### src/rtl/dm_arb_pkg.sv
// dm_arb_pkg: shared widths and owner encoding for the data-memory port arbiter.
package dm_arb_pkg;
    localparam int ADDR_W = 32;
    localparam int DATA_W = 32;
    localparam int BE_W   = 4;
    typedef enum logic [1:0] {
        OWN_NONE = 2'd0,
        OWN_CPU  = 2'd1,
        OWN_DMA  = 2'd2
    } owner_e;
endpackage

### src/rtl/dm_arb_if.sv
// dm_arb_if: CPU, DMA and memory-port signals of the data-memory arbiter.
interface dm_arb_if;
    import dm_arb_pkg::*;
    logic              cpu_req;
    logic [ADDR_W-1:0] cpu_addr;
    logic [DATA_W-1:0] cpu_wdata;
    logic [BE_W-1:0]   cpu_byteen;
    logic [ADDR_W-1:0] cpu_pc;
    logic [DATA_W-1:0] cpu_rdata;
    logic              cpu_stall;
    logic              dma_req_valid;
    logic              dma_req_ready;
    logic [ADDR_W-1:0] dma_addr;
    logic [DATA_W-1:0] dma_wdata;
    logic [BE_W-1:0]   dma_byteen;
    logic              dma_resp_valid;
    logic              dma_resp_ready;
    logic [DATA_W-1:0] dma_resp_rdata;
    logic [ADDR_W-1:0] m_data_addr;
    logic [DATA_W-1:0] m_data_wdata;
    logic [BE_W-1:0]   m_data_byteen;
    logic [DATA_W-1:0] m_data_rdata;
    logic [ADDR_W-1:0] m_inst_addr;
    logic [1:0]        owner;
    modport slave (
        input  cpu_req, cpu_addr, cpu_wdata, cpu_byteen, cpu_pc,
        input  dma_req_valid, dma_addr, dma_wdata, dma_byteen, dma_resp_ready,
        input  m_data_rdata,
        output cpu_rdata, cpu_stall, dma_req_ready, dma_resp_valid, dma_resp_rdata,
        output m_data_addr, m_data_wdata, m_data_byteen, m_inst_addr, owner
    );
    modport master (
        output cpu_req, cpu_addr, cpu_wdata, cpu_byteen, cpu_pc,
        output dma_req_valid, dma_addr, dma_wdata, dma_byteen, dma_resp_ready,
        output m_data_rdata,
        input  cpu_rdata, cpu_stall, dma_req_ready, dma_resp_valid, dma_resp_rdata,
        input  m_data_addr, m_data_wdata, m_data_byteen, m_inst_addr, owner
    );
endinterface

### src/rtl/dm_arb_resp_slot.sv
// dm_arb_resp_slot: single outstanding DMA response register; a new push wins over a pop.
module dm_arb_resp_slot
    import dm_arb_pkg::*;
(
    input  logic              clk,
    input  logic              reset,
    input  logic              push,
    input  logic [DATA_W-1:0] push_rdata,
    input  logic              resp_ready,
    output logic              resp_valid,
    output logic [DATA_W-1:0] resp_rdata,
    output logic              pop
);
    assign pop = resp_valid && resp_ready;
    always_ff @(posedge clk) begin
        if (!reset) begin
            resp_valid <= 1'b0;
            resp_rdata <= '0;
        end else if (push) begin
            resp_valid <= 1'b1;
            resp_rdata <= push_rdata;
        end else if (pop) begin
            resp_valid <= 1'b0;
        end
    end
endmodule

### src/rtl/dm_port_arbiter.sv
// dm_port_arbiter: shares the data-memory port between the CPU M stage and a DMA/debug master.
// Optional address range check enabled by defining DM_ARB_RANGE_CHK_EN (adds sticky addr_err).
module dm_port_arbiter
    import dm_arb_pkg::*;
#(
    parameter int MAX_CPU_RUN = 4,
    parameter int DM_WORDS    = 4096
) (
    input  logic    clk,
    input  logic    reset,
    dm_arb_if.slave bus
`ifdef DM_ARB_RANGE_CHK_EN
    ,
    output logic    addr_err
`endif
);
    localparam logic [3:0] MAX_RUN = 4'(MAX_CPU_RUN);

    if (MAX_CPU_RUN < 1 || MAX_CPU_RUN > 15 || DM_WORDS < 1) begin : g_bad_cfg
        $error("dm_port_arbiter: MAX_CPU_RUN must be 1..15 and DM_WORDS positive");
    end

    logic [3:0]        run_cnt;
    logic [3:0]        run_cnt_n;
    logic              resp_valid;
    logic              resp_pop;
    logic [DATA_W-1:0] resp_rdata;
    logic              dma_eligible;
    logic              cpu_gnt;
    logic              dma_gnt;
    logic              oor;
    logic [ADDR_W-1:0] sel_addr;
    logic [BE_W-1:0]   sel_be;
    logic [DATA_W-1:0] push_rdata;

    // A pending response that pops this cycle frees the slot for a back-to-back request.
    assign dma_eligible = bus.dma_req_valid && (!resp_valid || resp_pop);

    always_comb begin
        cpu_gnt   = reset && bus.cpu_req && (!dma_eligible || run_cnt < MAX_RUN);
        dma_gnt   = reset && dma_eligible && !cpu_gnt;
        run_cnt_n = (cpu_gnt && dma_eligible) ? run_cnt + 4'd1 : 4'd0;
        sel_addr  = cpu_gnt ? bus.cpu_addr : dma_gnt ? bus.dma_addr : '0;
        sel_be    = cpu_gnt ? bus.cpu_byteen : dma_gnt ? bus.dma_byteen : '0;
    end

    always_ff @(posedge clk) begin
        if (!reset)
            run_cnt <= 4'd0;
        else
            run_cnt <= run_cnt_n;
    end

`ifdef DM_ARB_RANGE_CHK_EN
    assign oor = (cpu_gnt || dma_gnt) && ({2'b00, sel_addr[ADDR_W-1:2]} >= 32'(DM_WORDS));
    always_ff @(posedge clk) begin
        if (!reset)
            addr_err <= 1'b0;
        else if (oor)
            addr_err <= 1'b1;
    end
`else
    assign oor = 1'b0;
`endif

    always_comb begin
        bus.m_data_addr    = sel_addr;
        bus.m_data_wdata   = cpu_gnt ? bus.cpu_wdata : dma_gnt ? bus.dma_wdata : '0;
        bus.m_data_byteen  = oor ? '0 : sel_be;
        bus.cpu_rdata      = (cpu_gnt && !oor) ? bus.m_data_rdata : '0;
        bus.cpu_stall      = reset && bus.cpu_req && !cpu_gnt;
        bus.m_inst_addr    = cpu_gnt ? bus.cpu_pc : '0;
        bus.owner          = cpu_gnt ? OWN_CPU : dma_gnt ? OWN_DMA : OWN_NONE;
        bus.dma_req_ready  = dma_gnt;
        bus.dma_resp_valid = resp_valid;
        bus.dma_resp_rdata = resp_rdata;
        push_rdata         = (bus.dma_byteen == '0 && !oor) ? bus.m_data_rdata : '0;
    end

    dm_arb_resp_slot u_resp_slot (
        .clk        (clk),
        .reset      (reset),
        .push       (dma_gnt),
        .push_rdata (push_rdata),
        .resp_ready (bus.dma_resp_ready),
        .resp_valid (resp_valid),
        .resp_rdata (resp_rdata),
        .pop        (resp_pop)
    );
endmodule

### src/flat_wrapper.sv
// flat-port wrapper written by rule: the top's interface ports become plain ports
module dm_port_arbiter_flat import dm_arb_pkg::*;
#(
    parameter int MAX_CPU_RUN = 4,
    parameter int DM_WORDS    = 4096
)
  (clk, reset, bus_cpu_req, bus_cpu_addr, bus_cpu_wdata, bus_cpu_byteen, bus_cpu_pc, bus_dma_req_valid, bus_dma_addr, bus_dma_wdata, bus_dma_byteen, bus_dma_resp_ready, bus_m_data_rdata, bus_cpu_rdata, bus_cpu_stall, bus_dma_req_ready, bus_dma_resp_valid, bus_dma_resp_rdata, bus_m_data_addr, bus_m_data_wdata, bus_m_data_byteen, bus_m_inst_addr, bus_owner);
  dm_arb_if bus_i ();
  input  logic clk;
  input  logic reset;
  input wire logic [$bits(bus_i.cpu_req)-1:0] bus_cpu_req;
  input wire logic [$bits(bus_i.cpu_addr)-1:0] bus_cpu_addr;
  input wire logic [$bits(bus_i.cpu_wdata)-1:0] bus_cpu_wdata;
  input wire logic [$bits(bus_i.cpu_byteen)-1:0] bus_cpu_byteen;
  input wire logic [$bits(bus_i.cpu_pc)-1:0] bus_cpu_pc;
  input wire logic [$bits(bus_i.dma_req_valid)-1:0] bus_dma_req_valid;
  input wire logic [$bits(bus_i.dma_addr)-1:0] bus_dma_addr;
  input wire logic [$bits(bus_i.dma_wdata)-1:0] bus_dma_wdata;
  input wire logic [$bits(bus_i.dma_byteen)-1:0] bus_dma_byteen;
  input wire logic [$bits(bus_i.dma_resp_ready)-1:0] bus_dma_resp_ready;
  input wire logic [$bits(bus_i.m_data_rdata)-1:0] bus_m_data_rdata;
  output wire logic [$bits(bus_i.cpu_rdata)-1:0] bus_cpu_rdata;
  output wire logic [$bits(bus_i.cpu_stall)-1:0] bus_cpu_stall;
  output wire logic [$bits(bus_i.dma_req_ready)-1:0] bus_dma_req_ready;
  output wire logic [$bits(bus_i.dma_resp_valid)-1:0] bus_dma_resp_valid;
  output wire logic [$bits(bus_i.dma_resp_rdata)-1:0] bus_dma_resp_rdata;
  output wire logic [$bits(bus_i.m_data_addr)-1:0] bus_m_data_addr;
  output wire logic [$bits(bus_i.m_data_wdata)-1:0] bus_m_data_wdata;
  output wire logic [$bits(bus_i.m_data_byteen)-1:0] bus_m_data_byteen;
  output wire logic [$bits(bus_i.m_inst_addr)-1:0] bus_m_inst_addr;
  output wire logic [$bits(bus_i.owner)-1:0] bus_owner;
  assign bus_i.cpu_req = bus_cpu_req;
  assign bus_i.cpu_addr = bus_cpu_addr;
  assign bus_i.cpu_wdata = bus_cpu_wdata;
  assign bus_i.cpu_byteen = bus_cpu_byteen;
  assign bus_i.cpu_pc = bus_cpu_pc;
  assign bus_i.dma_req_valid = bus_dma_req_valid;
  assign bus_i.dma_addr = bus_dma_addr;
  assign bus_i.dma_wdata = bus_dma_wdata;
  assign bus_i.dma_byteen = bus_dma_byteen;
  assign bus_i.dma_resp_ready = bus_dma_resp_ready;
  assign bus_i.m_data_rdata = bus_m_data_rdata;
  assign bus_cpu_rdata = bus_i.cpu_rdata;
  assign bus_cpu_stall = bus_i.cpu_stall;
  assign bus_dma_req_ready = bus_i.dma_req_ready;
  assign bus_dma_resp_valid = bus_i.dma_resp_valid;
  assign bus_dma_resp_rdata = bus_i.dma_resp_rdata;
  assign bus_m_data_addr = bus_i.m_data_addr;
  assign bus_m_data_wdata = bus_i.m_data_wdata;
  assign bus_m_data_byteen = bus_i.m_data_byteen;
  assign bus_m_inst_addr = bus_i.m_inst_addr;
  assign bus_owner = bus_i.owner;
  dm_port_arbiter #(.MAX_CPU_RUN(MAX_CPU_RUN), .DM_WORDS(DM_WORDS)) u_core (.clk(clk), .reset(reset), .bus(bus_i));
endmodule
### config.mk
export PLATFORM = sky130hd
export DESIGN_NAME = dm_port_arbiter_flat
export DESIGN_NICKNAME = d
export VERILOG_FILES = /design/src/rtl/dm_arb_pkg.sv /design/src/rtl/dm_arb_if.sv /design/src/rtl/dm_arb_resp_slot.sv /design/src/rtl/dm_port_arbiter.sv /design/src/flat_wrapper.sv
export SDC_FILE = /design/constraint.sdc
export NUM_CORES = 1
export LEC_CHECK = 0
export BUFFER_PORTS_ARGS = -buffer_cell sky130_fd_sc_hd__buf_2
export CAP_MARGIN = 20
export CELL_PAD_IN_SITES_DETAIL_PLACEMENT = 0
export CELL_PAD_IN_SITES_GLOBAL_PLACEMENT = 1
export CORE_AREA = 2 2 144 146
export CTS_CLUSTER_DIAMETER = 60
export CTS_CLUSTER_SIZE = 20
export DETAILED_ROUTE_END_ITERATION = 8
export DIE_AREA = 0 0 146 148
export MAX_ROUTING_LAYER = met4
export PLACE_DENSITY_LB_ADDON = 0.1
export SYNTH_ARGS = -nofsm -noshare
export SYNTH_HDL_FRONTEND = slang
export SYNTH_HIERARCHICAL = 1
export SYNTH_SLANG_ARGS = --single-unit
### constraint.sdc
create_clock -name clk -period 2.3 [get_ports clk]
set_input_delay 0.115 -clock clk [delete_from_list [all_inputs] [get_ports clk]]
set_output_delay 0.115 -clock clk [all_outputs]
set_load 0.02 [all_outputs]
==> impl_metrics.tcl, run 1 <==
set metrics [dict create \
    outcome "stopped before the end" \
    stop_stage "detailed routing" \
    error_line "[ERROR DRT-0255] Maze Route cannot find path of net clk in worker of routeBox ( 96600 0 ) ( 146000 48300 )." \
    antenna_found_initial 2 \
    gp_congestion 0.793 \
    pre_cts_ws_ns 0.467 \
    grt_pass1_wl_microns 23200 \
    postCtsHoldBufs 0 \
    cts_sinks 37 \
    cts.path.max_buffers 2 \
    ys_types 25 \
    fp-row-count 52 \
    grt_max_degree 70 \
    die_w_microns 146 \
    track_usage 0.137 \
    die_y_microns 148 \
    synth-edff-count 0 \
    synthArstFlopShare 0 \
    yosys-top-cells-count "97 x and2_1, 69 x nand2_1, 68 x nand3_1, 58 x o22ai_1, 37 x dfxtp_1" \
    start_util 0.171 \
    numPortBuffers 373 \
    synth.most_common_cell "and2_1" \
    syn_nets 687 \
    ys_warn_count 6 \
    ctsRootBufferMaster "clkbuf_16" \
    ios 374 \
    synth.area.top_cells "dfxtp_1 22%, and2_1 18%, o22ai_1 11%, nand3_1 9.9%, mux2i_1 9.3%" \
    grt_pass1_vias 4283 \
    syn_inst 481 \
    placed_cells 1079 \
    netlist_area_sq_um 3430 \
    syn_avg_cell_area_sq_um 7.14 \
    ys.flop_type "dfxtp_1" \
    synth_area_leader_cell "dfxtp_1" \
    htreeDepth 2 \
    yosysTopAreaCellShare 0.216 \
    ys_seq_area_frac 0.216 \
    grt_overflow 0 \
    cts_setup_buffers 0 \
    cts_resized 0 \
    ys_ff_latch 37 \
    hpwl_microns 12400 \
    cts-buffers-inserted 5 \
]
-- kinds of logic after synthesis --
family,Yosys count,share of synthesized area
adder cells (fa/ha/maj),1,0.00364
multiplexers,32,0.0933
other,1,0.00109
AO/OA/AOI/OAI,71,0.150
flip-flops,37,0.216
AND/OR/NAND/NOR,278,0.433
buffers and inverters,61,0.104
-- layer usage --
layer and global-route usage:
met5 -, met4 0.0252, met3 0.0343, met2 0.246, met1 0.156
-- through the flow --
step | hold slack (ns) | area [sq um]
4_1_cts | 0.143 | 5700
5_1_grt | 0.155 | 5700
3_5_place_dp | 0.417 | 5500
2_1_floorplan | 0.243 | 3430
3_3_place_gp | 0.405 | 5500
==> run 2, diff against run 1 <==
--- a/config.mk
+++ b/config.mk
@@ -7,15 +7,10 @@
 export LEC_CHECK = 0
 export BUFFER_PORTS_ARGS = -buffer_cell sky130_fd_sc_hd__buf_2
 export CAP_MARGIN = 20
-export CELL_PAD_IN_SITES_DETAIL_PLACEMENT = 0
-export CELL_PAD_IN_SITES_GLOBAL_PLACEMENT = 1
-export CORE_AREA = 2 2 144 146
-export CTS_CLUSTER_DIAMETER = 60
-export CTS_CLUSTER_SIZE = 20
+export CORE_AREA = 2 2 147 149
 export DETAILED_ROUTE_END_ITERATION = 8
-export DIE_AREA = 0 0 146 148
-export MAX_ROUTING_LAYER = met4
-export PLACE_DENSITY_LB_ADDON = 0.1
+export DIE_AREA = 0 0 149 151
+export PLACE_DENSITY_LB_ADDON = 0.15
 export SYNTH_ARGS = -nofsm -noshare
 export SYNTH_HDL_FRONTEND = slang
 export SYNTH_HIERARCHICAL = 1
==> run 2 against run 1 <==
Effect of this change: area after synthesis is the same; the run now ends clean; synthesized cell count is the same; global-route usage shrank 0.45 points.
==> impl_metrics.tcl, run 2 <==
set metrics [dict create \
    cts_tree "yes" \
    synth-edff-count 0 \
    final_common_cell "buf_2" \
    setup_violations 0 \
    grt_pass1_wl_microns 23400 \
    fmax_mhz 464 \
    crit_type "flip-flop to primary output" \
    postLayoutCellArea_sq_um 5710 \
    cp_slowest_cell "o211ai_4" \
    finalNetCount 1023 \
    power_switching_w 0.000796 \
    rsz0062_at_grt "false" \
    antenna_left 0 \
    start_kind "flip-flop" \
    ir_worst_vdd_uv 302 \
    num_vias 4482 \
    final_cell_mix "372 x buf_2, 97 x and2_1, 69 x nand2_1, 68 x nand3_1, 55 x o22ai_1" \
    clk_pin_slew_ns 0.06 \
    worstPathRequired_ns 2.18 \
    die_w_microns 149 \
    dieArea_sq_um 22500 \
    synth_area_leader_cell "dfxtp_1" \
    largest_reg_flops 32 \
    cts_sinks 37 \
    ctsRootBufferMaster "clkbuf_16" \
    synth.area.top_cells "dfxtp_1 22%, and2_1 18%, o22ai_1 11%, nand3_1 9.9%, mux2i_1 9.3%" \
    ff2ff_path_depth 7 \
    slowest_delay_ns 0.40 \
    largest_register "u_core/u_resp_slot/resp_rdata" \
    tns_ns 0 \
    ys_ff_latch 37 \
    yosysTopAreaCellShare 0.216 \
    wl_microns 16500 \
    grt_pass1_vias 4107 \
    drc 0 \
    cts-buffers-inserted 5 \
    area_growth_pct 66.2 \
    yosys-top-cells-count "97 x and2_1, 69 x nand2_1, 68 x nand3_1, 58 x o22ai_1, 37 x dfxtp_1" \
    fp-row-count 53 \
    drtIter0Drc 141 \
    place_area_sq_um 5500 \
    syn_inst 481 \
    start_util 0.165 \
    vias_per_cell 4.09 \
    synth.most_common_cell "and2_1" \
    die_y_microns 151 \
    layout.cells.non_filler 1095 \
    wire_per_inst_microns 15.1 \
    drtPass1Iterations 4 \
    final-hold-violation-count 0 \
    rrSetupSlack_ns 0.60 \
    cts_setup_buffers 0 \
    p_leak_nw 2.97 \
    coreArea_sq_um 20800 \
    hpwl_microns 13100 \
    drive_gt1_frac 0.506 \
    syn_nets 687 \
    numPortBuffers 373 \
    ys_warn_count 6 \
    tightestPinTransition_ns 0.720 \
    ios 374 \
    timing.rr.start "u_core/u_resp_slot/resp_valid" \
    endpoint_kind "primary output" \
    grt_overflow 0 \
    gp_congestion 0.774 \
    reg_top3 "u_core/u_resp_slot/resp_rdata x32, u_core/run_cnt x4, u_core/u_resp_slot/resp_valid x1" \
    ys_types 25 \
    track_usage 0.132 \
    worstPathArrival_ns 2.04 \
    powerDensity_nw_per_um2 411 \
    hp-class "input pin to flip-flop" \
    ys.flop_type "dfxtp_1" \
    netlist_area_sq_um 3430 \
    outcome "finished, final reports clean" \
    slew_violations 0 \
    seq_power_share 0.277 \
    syn_avg_cell_area_sq_um 7.14 \
    grt_max_degree 70 \
    crit_end "bus_m_data_addr[3]" \
    cp_cell_sequence "or2_4, o211ai_4, buf_12, o22ai_1, buf_2" \
    worstSkewPairLatency_ns 0.28 \
    ys_seq_area_frac 0.216 \
    intPower_w 0.00155 \
    cap_violations 0 \
    synthArstFlopShare 0 \
    power_frac_clock 0.347 \
    swShare 0.340 \
    critPathLaunch "u_core/run_cnt[3]" \
    critical_path_peak_fanout 62 \
    timing.final.crit_period_ns 2.15 \
    fin_ws_ns 0.146 \
    total_power_w 0.00234 \
    antenna_found_initial 6 \
    cts.path.max_buffers 2 \
    skew_ns 0.00452 \
    pre_cts_ws_ns 0.336 \
    power_frac_comb 0.376 \
    slew_headroom 0.520 \
    htreeDepth 2 \
    placed_cells 1085 \
    finalCritPeriodShare 0.936 \
    rr_endpoint "u_core/u_resp_slot/resp_rdata[13]" \
]
-- run 2: cell counts after synthesis --
Identical to the previous run, type by type.
-- run 2: area by class of cell --
cell class	instances	area [sq um]
fill	2374	15100
multi-input combinational	383	2400
timing repair buffer	385	2020
sequential	37	741
tap	275	344
clock buffer	6	139
clock inverter	2	37.5
inverter	5	18.8
antenna	2	5.00
-- run 2: worst max-delay path, delay by kind of cell (launching register included) --
family	cells	cell delay (ns)
AOI/OAI and AO/OA	2	0.60
buffers and inverters	2	0.53
DFF	1	0.29
and+or+nand+nor	1	0.27
-- run 2: power groups by stage --
stage	sequential [W]	clock (W)	combinational (W)
finish	0.000648	0.000814	0.000882
global route	0.000649	0.000874	0.000956
CTS	0.000648	0.000856	0.000894
detailed placement	0.000662	0	0.000892
global placement	0.000662	0	0.000895
floorplan	0.000667	0	0.000505
-- run 2: how the worst min path moves through the flow --
| stage | from | end | slack, ns | cells after the start |
|---|---|---|---|---|
| detailed placement | u_core/run_cnt[0] | u_core/run_cnt[0] | 0.41 | 1 |
| CTS | bus_dma_resp_ready | u_core/u_resp_slot/resp_valid | 0.14 | 3 |
| finish | bus_dma_resp_ready | u_core/u_resp_slot/resp_valid | 0.15 | 3 |
| floorplan | reset | u_core/u_resp_slot/resp_rdata[29] | 0.24 | 1 |
| global placement | u_core/run_cnt[0] | u_core/run_cnt[0] | 0.41 | 1 |
| global route | bus_dma_resp_ready | u_core/u_resp_slot/resp_valid | 0.18 | 3 |
-- run 2: repair_timing --
action / 4_1_cts / 5_1_grt
resized for setup: 0 / 4
setup endpoints to repair: 0 / 4
hold buffers: 0 / 0
-- run 2: logic make-up after synthesis --
family                   synth area share
AO/OA/AOI/OAI                       0.150
adder cells (fa/ha/maj)           0.00364
buffers and inverters               0.104
flip-flops                          0.216
multiplexers                       0.0933
other                             0.00109
AND/OR/NAND/NOR                     0.433
-- run 2: routing by layer --
layer | vias up | GRT usage | part of all wire
li1 | 2312 | - | -
met1 | 1917 | 0.152 | 0.39
met2 | 230 | 0.237 | 0.50
met3 | 17 | 0.0497 | 0.10
met4 | 6 | 0.0252 | 0.011
met5 | - | 0 | 0.0025
-- run 2: metrics by stage --
step	hold slack, ns	util
after floorplan	0.243	-
after global placement	0.415	0.264
after detailed placement	0.415	0.264
after CTS	0.141	0.273
after global routing	0.185	0.274
final	0.155	0.274
Power figures use the tool's default switching activity.
==> run 3, diff against run 2 <==
==> constraint.sdc (replaced) <==
create_clock -name clk -period 2.3 [get_ports clk]
set_input_delay 0.115 -clock clk [delete_from_list [all_inputs] [get_ports clk]]
set_output_delay 0.115 -clock clk [all_outputs]
set_load 0.05 [all_outputs]
==> run 3 against run 2 <==
Effect of this change: wire length is 3.6% higher; power is 8.1% higher; critical path depth is 1 higher; sequential power hardly changed; sequential share of layout area hardly changed; utilization hardly changed; critical path type unchanged; critical endpoint is now bus_m_data_wdata[5]; largest cell class unchanged; largest power group unchanged; highest routed layer is now met4.
==> impl_metrics.tcl, run 3 (synthesis results as in run 2) <==
set metrics [dict create \
    ctsRootBufferMaster "clkbuf_16" \
    crit_type "flip-flop to primary output" \
    p_leak_nw 2.99 \
    antenna_found_initial 1 \
    outcome "finished, final reports clean" \
    critical_path_peak_fanout 17 \
    die_w_microns 149 \
    drtIter0Drc 96 \
    ir_worst_vdd_uv 219 \
    grt_pass1_wl_microns 24100 \
    placed_cells 1090 \
    vias_per_cell 4.13 \
    area_growth_pct 66.4 \
    rsz0062_at_grt "false" \
    slew_violations 0 \
    track_usage 0.137 \
    htreeDepth 2 \
    start_util 0.165 \
    pre_cts_ws_ns 0.273 \
    worstSkewPairLatency_ns 0.28 \
    cap_violations 0 \
    numPortBuffers 373 \
    wl_microns 17100 \
    final_core_util 0.274 \
    largest_reg_flops 32 \
    drtPass1Iterations 6 \
    hp-class "input pin to flip-flop" \
    fp-row-count 53 \
    start_kind "flip-flop" \
    ios 374 \
    antenna_left 0 \
    gp_congestion 0.868 \
    skew_ns 0.00984 \
    timing.final.crit_period_ns 2.16 \
    powerDensity_nw_per_um2 444 \
    cts_sinks 37 \
    reg_top3 "u_core/u_resp_slot/resp_rdata x32, u_core/run_cnt x4, u_core/u_resp_slot/resp_valid x1" \
    final_common_cell "buf_2" \
    clk_pin_slew_ns 0.06 \
    die_y_microns 151 \
    num_vias 4555 \
    grt_max_degree 79 \
    fin_ws_ns 0.144 \
    finalCritPeriodShare 0.937 \
    fmax_mhz 464 \
    grt_pass1_vias 4323 \
    drive_gt1_frac 0.507 \
    final-hold-violation-count 0 \
    cts_tree "yes" \
    coreArea_sq_um 20800 \
    slew_headroom 0.546 \
    layout.cells.non_filler 1102 \
    worstPathRequired_ns 2.18 \
    endpoint_kind "primary output" \
    total_power_w 0.00253 \
    hpwl_microns 13500 \
    wire_per_inst_microns 15.5 \
    drc 0 \
    largest_register "u_core/u_resp_slot/resp_rdata" \
    tightestPinTransition_ns 0.679 \
    worstPathArrival_ns 2.04 \
    tns_ns 0 \
    cts.path.max_buffers 2 \
    cts-buffers-inserted 5 \
    finalNetCount 1030 \
    setup_violations 0 \
    dieArea_sq_um 22500 \
    grt_overflow 0 \
    final_cell_mix "371 x buf_2, 97 x and2_1, 69 x nand2_1, 68 x nand3_1, 58 x o22ai_1" \
]
## run 3: cell count changes in the layout (fill, tap and decap cells not counted), sizes merged
cell / delta
o211ai: +1
clkinv: +2
clkinvlp: -1
clkbuf: +1
buf: +5
bufinv: -1
## run 3: worst paths after layout
path                                               startpoint                               end  slack [ns]  cells after the start
worst min-delay path                       bus_dma_resp_ready     u_core/u_resp_slot/resp_valid        0.15                      3
worst max register to register  u_core/u_resp_slot/resp_valid  u_core/u_resp_slot/resp_rdata[8]        0.53                      7
worst max-delay path            u_core/u_resp_slot/resp_valid               bus_m_data_wdata[5]        0.14                      6
worst min register to register              u_core/run_cnt[0]                 u_core/run_cnt[0]        0.42                      1
## run 3: per-layer routing
metal  routed length (microns)  global-route usage
met2                      8790               0.252
met5                         0                   0
met3                      1700              0.0458
met4                       261              0.0376
met1                      6320               0.151
## run 3: power breakdown
group          leakage [nW]  internal (W)  total [W]  switching (W)
logic                  2.62      0.000368    0.00119       0.000825
clock network        0.0768      0.000431   0.000693       0.000262
registers             0.299      0.000646   0.000649     0.00000243
total                  2.99       0.00144    0.00253        0.00109
## run 3: critical path: stages, from the launching register on
cell and delay, ns:
dfxtp_1 0.33, and2_1 0.13, nand2b_2 0.26, and3_4 0.31, buf_4 0.22, o22ai_1 0.19, buf_2 0.31
## run 3: metrics by stage
stage | instance area (sq um) | hold WS, ns
floorplan | 3440 | 0.243
global placement | 5530 | 0.414
detailed placement | 5530 | 0.413
CTS | 5700 | 0.142
global route | 5710 | 0.153
finish | 5710 | 0.154
## run 3: timing repair
item / CTS / global route
setup endpoints to repair: 35 / 1
buffers inserted: 0 / 1
resized for setup: 2 / 1
pin swaps: 1 / 1
hold buffers: 0 / 0
cloned: 1 / 0
## run 3: area by class of cell
cell class	instances	area, sq um
antenna	2	5.00
clock buffer	6	139
clock inverter	2	13.8
fill	2403	15100
inverter	5	18.8
multi-input combinational	384	2400
sequential	37	741
tap	275	344
timing repair buffer	391	2060
